[config.mk]
export PLATFORM = sky130hd
export DESIGN_NAME = inst_fetch
export DESIGN_NICKNAME = d
export VERILOG_FILES = /design/src/rtl/inst_fetch_pkg.sv /design/src/rtl/inst_fetch_mem.sv /design/src/rtl/inst_fetch.sv
export SDC_FILE = /design/constraint.sdc
export NUM_CORES = 1
export LEC_CHECK = 0
export BUFFER_PORTS_ARGS = -buffer_cell sky130_fd_sc_hd__buf_4
export CAP_MARGIN = 20
export CORE_MARGIN = 2
export CORE_UTILIZATION = 30
export CTS_CLUSTER_DIAMETER = 150
export DETAILED_ROUTE_END_ITERATION = 8
export PLACE_DENSITY = 0.52
export SLEW_MARGIN = 30
export SYNTH_ARGS = -nofsm -noshare
export SYNTH_HDL_FRONTEND = slang
export SYNTH_HIERARCHICAL = 1
export SYNTH_SLANG_ARGS = --single-unit
[constraint.sdc]
create_clock -name clk -period 3.6 [get_ports clk]
set_clock_uncertainty 0.15 [all_clocks]
set_input_delay 0.54 -clock clk [delete_from_list [all_inputs] [get_ports clk]]
set_output_delay 0.54 -clock clk [all_outputs]
set_load 0.01 [all_outputs]
[src/rtl/inst_fetch_pkg.sv]
// Shared definitions for the fetch and decode stages: instruction geometry
// and the fetch FSM state encoding.
package inst_fetch_pkg;

  localparam int INST_LEN = 17;
  localparam int ADDR_LEN = 5;
  localparam int MEM_SIZE = 32;

  typedef enum logic [1:0] {
    ST_IDLE = 2'd0,
    ST_RUN  = 2'd1,
    ST_DONE = 2'd2
  } fetch_state_t;

endpackage

[src/rtl/inst_fetch_mem.sv]
// Instruction memory: synchronous write, asynchronous read, never reset so
// the program survives a fetch-engine reset.
module inst_mem
  import inst_fetch_pkg::*;
#(
  parameter int INST_LEN = inst_fetch_pkg::INST_LEN,
  parameter int ADDR_LEN = inst_fetch_pkg::ADDR_LEN,
  parameter int MEM_SIZE = inst_fetch_pkg::MEM_SIZE
) (
  input  logic                clk,
  input  logic                we,
  input  logic [ADDR_LEN-1:0] waddr,
  input  logic [INST_LEN-1:0] wdata,
  input  logic [ADDR_LEN-1:0] raddr,
  output logic [INST_LEN-1:0] rdata
);

  logic [INST_LEN-1:0] mem [MEM_SIZE];

  always_ff @(posedge clk) begin
    if (we) mem[waddr] <= wdata;
  end

  assign rdata = mem[raddr];

endmodule

[src/rtl/inst_fetch.sv]
// Instruction fetch engine: walks the instruction memory from address 0 up
// to a latched last address, handing words to decode under a stall handshake.
//
// state   | meaning
// IDLE    | memory programmable, waiting for start
// RUN     | issuing one instruction per unstalled cycle
// DONE    | last instruction issued, draining it to decode
module inst_fetch
  import inst_fetch_pkg::*;
#(
  parameter int INST_LEN = inst_fetch_pkg::INST_LEN,
  parameter int ADDR_LEN = inst_fetch_pkg::ADDR_LEN,
  parameter int MEM_SIZE = inst_fetch_pkg::MEM_SIZE
) (
  input  logic                clk,
  input  logic                rst,
  input  logic                start,
  input  logic                prog_we,
  input  logic [ADDR_LEN-1:0] prog_addr,
  input  logic [INST_LEN-1:0] prog_data,
  input  logic [ADDR_LEN-1:0] last_pc,
  input  logic                stall,
  output logic [INST_LEN-1:0] inst,
  output logic                inst_valid,
  output logic [ADDR_LEN-1:0] pc,
  output logic                busy,
  output logic                done
);

  fetch_state_t        state;
  logic [ADDR_LEN-1:0] last_pc_q;
  logic [ADDR_LEN-1:0] pc_next;
  logic [INST_LEN-1:0] mem_rdata;
  logic                mem_we;
  logic                issue;

  assign mem_we  = !rst && (state == ST_IDLE) && prog_we;
  assign issue   = (state == ST_RUN) && !(stall && inst_valid);
  assign pc_next = (pc == ADDR_LEN'(MEM_SIZE - 1)) ? '0 : pc + 1'b1;

  inst_mem #(
    .INST_LEN(INST_LEN),
    .ADDR_LEN(ADDR_LEN),
    .MEM_SIZE(MEM_SIZE)
  ) u_mem (
    .clk  (clk),
    .we   (mem_we),
    .waddr(prog_addr),
    .wdata(prog_data),
    .raddr(pc),
    .rdata(mem_rdata)
  );

  always_ff @(posedge clk) begin
    if (rst) begin
      state      <= ST_IDLE;
      pc         <= '0;
      inst       <= '0;
      inst_valid <= 1'b0;
      last_pc_q  <= '0;
    end else begin
      case (state)
        ST_IDLE: begin
          // a program write wins over a coincident start
          if (start && !prog_we) begin
            state      <= ST_RUN;
            pc         <= '0;
            inst_valid <= 1'b0;
            last_pc_q  <= last_pc;
          end
        end
        ST_RUN: begin
          if (issue) begin
            inst       <= mem_rdata;
            inst_valid <= 1'b1;
            pc         <= pc_next;
            if (pc == last_pc_q) state <= ST_DONE;
          end
        end
        ST_DONE: begin
          if (start) begin
            state      <= ST_RUN;
            pc         <= '0;
            inst_valid <= 1'b0;
            last_pc_q  <= last_pc;
          end else if (!stall) begin
            inst_valid <= 1'b0;
          end
        end
        default: state <= ST_IDLE;
      endcase
    end
  end

  assign busy = (state == ST_RUN);
  assign done = (state == ST_DONE);

endmodule

==> results of run 1 <==
==> path summary, 6_finish.rpt <==
kind                                    end  slack, ns
setup / recovery                      pc[0]       0.50
hold / removal    last_pc_q[3]$_SDFFE_PP0P_       0.04
setup reg to reg      inst[11]$_SDFFE_PP0P_       0.76
hold reg to reg        inst[3]$_SDFFE_PP0P_       0.32
==> critical path, delay by kind of cell, from the launching register on <==
family | cells | cell delay (ns)
DFF | 1 | 0.87
buffers and inverters | 3 | 0.90
==> power groups by stage <==
stage          combinational [mW]  sequential, mW  clock (mW)
5_1_grt                     0.737            7.39        5.96
2_1_floorplan               0.419            7.51           0
3_5_place_dp                0.689            7.53           0
6_report                    0.682            7.38        5.56
3_3_place_gp                0.680            7.52           0
4_1_cts                     0.693            7.38        5.70
==> cell usage in the layout, fill, tap and decap left out, types with 3 or more instances in the layout <==
| cell | instances |
|---|---|
| clkbuf_16 | 59 |
| clkinv_2 | 9 |
| nor2_2 | 32 |
| diode_2 | 5 |
| dlygate4sd3_1 | 3 |
| a22o_1 | 34 |
| nor3_1 | 20 |
| a21oi_1 | 53 |
| nand2_1 | 72 |
| a22oi_1 | 70 |
| nand3b_1 | 6 |
| dfxtp_1 | 29 |
| nand4_1 | 17 |
| nor2_1 | 13 |
| nor2b_1 | 3 |
| clkinv_1 | 22 |
| mux2i_1 | 278 |
| xnor2_1 | 5 |
| edfxtp_1 | 544 |
| a31oi_1 | 17 |
| clkbuf_1 | 14 |
| or3b_2 | 3 |
| buf_4 | 126 |
| buf_12 | 9 |
| nand3_1 | 37 |
==> per-stage QoR <==
stage	hold WS (ns)	utilization, %	instance area, um^2	total power, mW
2_1_floorplan	0.331	-	22700	7.93
6_report	0.0384	35.3	26300	13.6
4_1_cts	0.000576	35.2	26300	13.8
3_5_place_dp	0.311	32.9	24600	8.21
5_1_grt	0.0398	35.2	26300	14.1
3_3_place_gp	0.305	32.9	24600	8.20
==> layout make-up <==
cell class                 instances  share of cell area, %
multi-input combinational        685                   20.1
clock buffer                      73                   5.80
clock inverter                    34                  0.746
inverter                           3                 0.0427
tap                              969                   4.60
timing repair buffer             138                   4.39
sequential                       574                   64.3
antenna                            5                 0.0475
==> registers in the layout, indices dropped and copies added (netlist names) <==
signal / flops
pc: 5
last_pc_q: 5
inst: 17
inst_valid: 1
state: 2
u_mem/mem: 544
==> routing by layer <==
metal | GRT usage, % | vias to the layer above | wire [um]
met3 | 2.36 | 63 | 2640
met4 | 3.09 | 0 | 872
met1 | 19.8 | 6153 | 25900
li1 | - | 5526 | -
met5 | 0 | - | 0
met2 | 24.2 | 272 | 27600
==> cells by family after synthesis <==
logic type	Yosys count	share of synthesized area, %
muxes	278	12.3
DFF	574	74.7
AOI/OAI and AO/OA	182	5.68
xor gates and xnor gates	5	0.193
and+or+nand+nor	218	4.54
adders and majority gates	2	0.110
buffers and inverters	83	2.53
==> results.yml, run 1 <==
worst_hold_path:
  worstHoldPathCells: 3
  hold_class: "primary input to flip-flop"
  min_from: "last_pc[3]"
power_and_ir_drop:
  powerDensity_nw_per_um2: 517
  p_seq_share_pct: 54.2
  switching_share_pct: 21.3
  leakagePower_nw: 8.08
  p_sw_mw: 2.90
  pwr-share-clk_pct: 40.8
  irDropWorstVdd_mv: 0.327
  p_comb_share_pct: 5.0
  p_int_mw: 10.7
cells_and_area:
  area.sequential_um2: 16900
  final.fill_count: 6976
  layout.cells.non_filler: 2481
  drive_gt1_share_pct: 17.0
  multi_input_area_um2: 5280
  area_growth_pct: 16.2
  nets: 1494
placed_design:
  dp_hpwl_um: 34300
  place_congestion: 0.785
  dp_cells: 2366
  dp_slack_ns: 0.716
  portBuffers: 56
logic_synthesis:
  ys_async_sr_fraction_pct: 0
  yosysSeqAreaShare_pct: 74.7
  yosys.area.top_type: "edfxtp_1"
  ys_top_cells_by_count: "edfxtp_1, mux2i_1, nand2_1, a22oi_1, a21oi_1"
  syn_area_um2: 22700
  synth_top_area_share_pct: 72.0
  yosys-top-cells-area: "edfxtp_1, mux2i_1, dfxtp_1"
  synth_edf_count: 544
  synthCells: 1342
  synthFlopType: "edfxtp_1"
  synth_cell_types: 43
  synth.ff_latch_count: 574
  synth_warnings: 6
  synth.most_common_cell: "edfxtp_1"
  syn_area_per_cell_um2: 16.9
  synth_fp_nets: 1376
routing:
  ant_nets: 0
  wl_per_cell_um: 23.0
  drt_iter0_markers: 957
  dr.pass1.iters: 5
  vias_per_cell: 4.84
  drc: 0
  num_vias: 12014
  wirelength_um: 57000
worst_setup_path:
  ff2ff_path_depth: 9
  arrival_ns: 2.41
  worst_path_largest_cell_delay_ns: 0.87
  start_kind: "flip-flop"
  cp-end-kind: "primary output"
  critPathRequiredTime_ns: 2.91
  path_cells: "buf_12 -> buf_4 -> buf_4"
  crit_type: "flip-flop to primary output"
  worstPathMaxFanout: 44
  cp_common_cell: "buf_4"
  rr_startpoint: "pc[0]$_SDFFE_PP0P_"
  crit_slowest_cell: "dfxtp_4"
  worstSetupStartpoint: "pc[0]$_SDFFE_PP0P_"
floorplan:
  dieArea_um2: 77800
  top_level_ports: 57
  die_w_um: 279
  start_util_pct: 30.4
  coreArea_um2: 74700
  die_h_um: 279
  rows: 100
timing:
  final_hold_viol_count: 0
  max_freq_mhz: 323
  worstMarginPinSlew_ns: 0.906
  rsz0062_at_grt: "false"
  setup_tns_ns: 0
  final.period_utilization_pct: 86.0
  fin_crit_ns: 3.10
  setup_ws_ns: 0.502
  slew_viol_final: 0
  max-slew-margin-rel_pct: 39.6
  setup_viol: 0
clock_network:
  cts-buffers-inserted: 58
  insertion_delay_ns: 0.60
  clock_sinks: 574
  clockRootBuffer: "clkbuf_16"
  htree_num_levels: 2
  post_cts_resized: 0
  post-cts-setup-buffers: 0
  ctsHoldBuffers: 3
  path_clk_slew_ns: 0.06
  clock_path_buffers: 3
  cts_tree: "built"
status:
  outcome: "finished, final reports clean"
run:
  drv_cap: 0
global_route:
  grt_pass1_wl_um: 82700
  grt_pass1_vias: 12101
  grt.total_usage_pct: 14.5
  antenna_found_initial: 0
  grt_max_degree: 69
  overflow: 0
Note: power is estimated with default switching activity, not from simulation.
==> run 2, diff against run 1 <==
==> constraint.sdc (replaced) <==
create_clock -name clk -period 3.6 [get_ports clk]
set_clock_uncertainty 0.15 [all_clocks]
set_input_delay 0.18 -clock clk [delete_from_list [all_inputs] [get_ports clk]]
set_output_delay 0.18 -clock clk [all_outputs]
set_load 0.01 [all_outputs]
==> results.yml, run 2 (synthesis gave the netlist of run 1 again) <==
worst_setup_path:
  ff2ff_path_depth: 8
  path_cells: "buf_12 -> buf_4 -> mux2i_1 -> a22oi_1 -> nand4_1 -> nand3_1 -> nand2_1 -> a21oi_1"
  r2r-end: "inst[0]$_SDFFE_PP0P_"
  crit_family: "buffers and inverters"
  arrival_ns: 3.27
  crit_slowest_cell: "dfxtp_4"
  worst_path_largest_cell_delay_ns: 0.76
  rr_startpoint: "pc[0]$_SDFFE_PP0P_"
  rrSetupSlack_ns: 0.73
  cp-end-kind: "flip-flop"
  start_kind: "flip-flop"
  critPathRequiredTime_ns: 4.00
  worstPathMaxFanout: 45
  crit_type: "flip-flop to flip-flop"
  crit_buf_inv: 2
clock_network:
  htree_num_levels: 2
  cts-buffers-inserted: 59
  path_clk_slew_ns: 0.06
  post-cts-setup-buffers: 0
  clock_sinks: 574
  insertion_delay_ns: 0.62
  clockRootBuffer: "clkbuf_16"
  cts_tree: "built"
  clock_path_buffers: 3
floorplan:
  dieArea_um2: 77800
  die_h_um: 279
  die_w_um: 279
  rows: 100
  top_level_ports: 57
  coreArea_um2: 74700
  start_util_pct: 30.4
cells_and_area:
  nets: 1533
  drive_gt1_share_pct: 17.3
  layout.cells.non_filler: 2514
  layout_commonest_cell: "edfxtp_1"
  final_cell_mix: "edfxtp_1, mux2i_1, buf_4"
  largest_reg_flops: 544
  final.fill_count: 6945
  largest-register: "u_mem/mem"
  area_growth_pct: 18.2
  layout_top_registers: "u_mem/mem (544), inst (17)"
placed_design:
  dp_cells: 2368
  place_congestion: 0.794
  dp_slack_ns: 0.727
  portBuffers: 56
  dp_hpwl_um: 34100
worst_hold_path:
  worstHoldPathCells: 5
  whs_endpoint: "pc[2]$_SDFFE_PP0P_"
  min_from: "prog_we"
  hold_class: "primary input to flip-flop"
timing:
  setup_ws_ns: 0.731
  max-slew-margin-rel_pct: 40.2
  setup_tns_ns: 0
  final_hold_viol_count: 0
  max_freq_mhz: 349
  setup_viol: 0
  fin_crit_ns: 2.87
  final.period_utilization_pct: 79.7
  slew_viol_final: 0
  worstMarginPinSlew_ns: 0.896
  rsz0062_at_grt: "false"
routing:
  dr.pass1.iters: 5
  ant_nets: 0
  drt_iter0_markers: 934
  num_vias: 12342
  drc: 0
  wirelength_um: 58100
  wl_per_cell_um: 23.1
  vias_per_cell: 4.91
power_and_ir_drop:
  leakagePower_nw: 8.30
  powerDensity_nw_per_um2: 516
  irDropWorstVdd_mv: 0.396
global_route:
  antenna_found_initial: 0
  grt.total_usage_pct: 14.8
  overflow: 0
  grt_pass1_wl_um: 84100
  grt_pass1_vias: 12344
  grt_max_degree: 55
run:
  drv_cap: 0
status:
  outcome: "finished, final reports clean"
==> run 2: cell types whose count changed in the layout (fill, tap and decap cells not counted), sizes merged <==
cell / previous run / this run
diode: 5 / 1
dlygate4sd3: 3 / 39
buf: 135 / 137
clkbuf: 73 / 76
clkinv: 31 / 23
inv: 4 / 6
bufinv: 2 / 4
==> run 2: report_power, final <==
part	internal [mW]	switching (mW)	total, mW
Combinational	0.286	0.414	0.699
Clock	3.32	2.42	5.74
Sequential	7.34	0.0382	7.38
==> run 2: repair_timing <==
action                     4_1_cts  5_1_grt
setup endpoints to repair        0        0
hold buffers                    39        0
hold endpoints to repair       573        0
resized for setup                0        0
==> run 2: routing by layer <==
layer | routed length (um) | vias up | global-route usage, %
li1 | - | 5597 | -
met1 | 26500 | 6340 | 20.7
met2 | 26800 | 320 | 23.2
met3 | 3440 | 85 | 2.93
met4 | 1290 | 0 | 4.47
met5 | 0 | - | 0
==> run 2: worst max path at each step <==
stage                             from                         end  slack (ns)  depth (start not counted)
floorplan                          rst  u_mem/mem[12][0]$_DFFE_PP_        0.83                          6
global placement    pc[0]$_SDFFE_PP0P_        inst[0]$_SDFFE_PP0P_        0.68                          8
detailed placement  pc[0]$_SDFFE_PP0P_        inst[0]$_SDFFE_PP0P_        0.73                          8
CTS                 pc[0]$_SDFFE_PP0P_        inst[0]$_SDFFE_PP0P_        0.71                          8
global route        pc[0]$_SDFFE_PP0P_       state[0]$_SDFFE_PP0P_        0.63                          6
finish              pc[0]$_SDFFE_PP0P_        inst[0]$_SDFFE_PP0P_        0.73                          8
==> run 2: worst reg2reg max path: stages (launching register included) <==
cell and delay (ns):
dfxtp_4 0.76, buf_12 0.42, buf_4 0.41, mux2i_1 0.14, a22oi_1 0.20, nand4_1 0.31
nand3_1 0.20, nand2_1 0.06, a21oi_1 0.15
==> run 2: metrics by stage <==
stage	hold WS (ns)	util, %	total power [mW]	instance area (um^2)
3_3_place_gp	0.266	32.9	8.18	24600
5_1_grt	0.0927	35.9	14.3	26800
4_1_cts	0.0374	35.9	14.0	26800
3_5_place_dp	0.278	32.9	8.19	24600
2_1_floorplan	0.129	-	7.93	22700
6_report	0.0676	35.9	13.8	26800
==> run 2: area by class of cell <==
class                           instances  area (um^2)  share of cell area [%]
Timing Repair Buffer                  176         1540                    5.76
Antenna cell                            1         2.50                 0.00934
Sequential cell                       574        16900                    63.2
Tap cell                              969         1210                    4.52
Multi-Input combinational cell        685         5280                    19.7
Clock inverter                         30          248                   0.925
Inverter                                3         11.3                  0.0420
Clock buffer                           76         1560                    5.82
==> run 3, diff against run 2 <==
- clock period: 3.6 -> 2.9 ns (I/O delays scaled with it)
==> results.yml, run 3 (synthesis gave the netlist of run 1 again) <==
placed_design:
  portBuffers: 56
  place_congestion: 0.800
  dp_hpwl_um: 35000
  place_area_um2: 24700
power_and_ir_drop:
  leakagePower_nw: 8.32
  p_total_mw: 17.4
  irDropWorstVdd_mv: 0.372
  powerDensity_nw_per_um2: 647
timing:
  holdWs_ns: 0.0330
  final.period_utilization_pct: 87.8
  setup_viol: 0
  fin_crit_ns: 2.55
  final_hold_viol_count: 0
  max-slew-margin-rel_pct: 57.0
  max_freq_mhz: 393
  slew_viol_final: 0
  setup_tns_ns: 0
  worstMarginPinSlew_ns: 0.644
  rsz0062_at_grt: "false"
floorplan:
  dieArea_um2: 77800
  coreArea_um2: 74700
  start_util_pct: 30.4
  die_w_um: 279
  top_level_ports: 57
  die_h_um: 279
  rows: 100
routing:
  wl_per_cell_um: 22.9
  num_vias: 12397
  ant_nets: 0
  vias_per_cell: 4.94
  wirelength_um: 57600
  drt_iter0_markers: 862
  dr.pass1.iters: 5
  drc: 0
global_route:
  grt_pass1_vias: 12518
  antenna_found_initial: 1
  grt.total_usage_pct: 14.6
  grt_max_degree: 50
  overflow: 0
  grt_pass1_wl_um: 84100
clock_network:
  clockRootBuffer: "clkbuf_16"
  clock_sinks: 574
  path_clk_slew_ns: 0.06
  ctsHoldBuffers: 39
  cts_tree: "built"
  htree_num_levels: 2
  post-cts-setup-buffers: 0
  post_cts_resized: 0
  clock_path_buffers: 3
  insertion_delay_ns: 0.61
  cts-buffers-inserted: 58
cells_and_area:
  largest_reg_flops: 544
  largest-register: "u_mem/mem"
  final_cell_mix: "edfxtp_1, mux2i_1, buf_4"
  final_core_util_pct: 36.0
  area_growth_pct: 18.7
  drive_gt1_share_pct: 17.1
  finalInstanceArea_um2: 26900
  layout_top_registers: "u_mem/mem (544), inst (17)"
  final.fill_count: 6997
  nets: 1532
  layout_commonest_cell: "edfxtp_1"
worst_setup_path:
  critPathRequiredTime_ns: 3.22
  crit_type: "flip-flop to flip-flop"
  cp-end-kind: "flip-flop"
  arrival_ns: 2.87
  start_kind: "flip-flop"
  worstPathMaxFanout: 31
status:
  outcome: "finished, final reports clean"
run:
  drv_cap: 0
worst_hold_path:
  hold_class: "primary input to flip-flop"
run 3: cell count changes in the layout (fill, tap and decap cells not counted):
cell        change
buf_12          +5
buf_4           -5
clkbuf_1        +3
clkbuf_16       +2
clkbuf_8        +3
clkinv_1        -3
clkinv_2        -6
clkinvlp_4      +1
inv_6           -3
inv_8           +1
nand2b_1        +1
nand2b_2        -1
run 3: layout make-up:
type                            count  area (um^2)  area share (%)
Sequential cell                   574        16900            63.0
Clock buffer                       84         1660            6.18
Tap cell                          969         1210            4.51
Inverter                            3         11.3          0.0418
Multi-Input combinational cell    685         5270            19.6
Clock inverter                     20          199           0.739
Antenna cell                        1         2.50         0.00930
Timing Repair Buffer              176         1610            5.97
run 3: metal layers:
metal,GRT usage [%],up-vias,share of wire (%)
met2,23.3,364,46
met3,2.78,100,5.9
li1,-,5599,-
met1,20.3,6334,46
met5,0,-,0
met4,4.55,0,2.8
run 3: critical path, stage by stage (launching register included):
cell	delay, ns
dfxtp_1	0.59
and2_4	0.56
buf_4	0.26
a21oi_1	0.08
a31oi_1	0.34
nand3_1	0.22
nand2_1	0.13
a21oi_1	0.07
run 3: path summary, 6_finish.rpt:
check | start | end | slack (ns) | depth (start not counted)
max | pc[1]$_SDFFE_PP0P_ | inst[2]$_SDFFE_PP0P_ | 0.35 | 7
max reg2reg | pc[1]$_SDFFE_PP0P_ | inst[2]$_SDFFE_PP0P_ | 0.35 | 7
min reg2reg | inst[5]$_SDFFE_PP0P_ | inst[5]$_SDFFE_PP0P_ | 0.31 | 2
min | prog_we | pc[1]$_SDFFE_PP0P_ | 0.03 | 5
run 3: metrics by stage:
stage          cells  setup WS, ns
2_1_floorplan   1342         0.167
3_3_place_gp    2368         0.430
3_5_place_dp    2368         0.402
4_1_cts         2511         0.371
5_1_grt         2511         0.175
6_report        2512         0.353
run 3: report_power, final:
part | internal, mW | switching (mW) | leakage [nW]
registers | 9.12 | 0.0335 | 5.14
logic | 0.359 | 0.544 | 2.28
clock network | 4.30 | 3.04 | 0.908
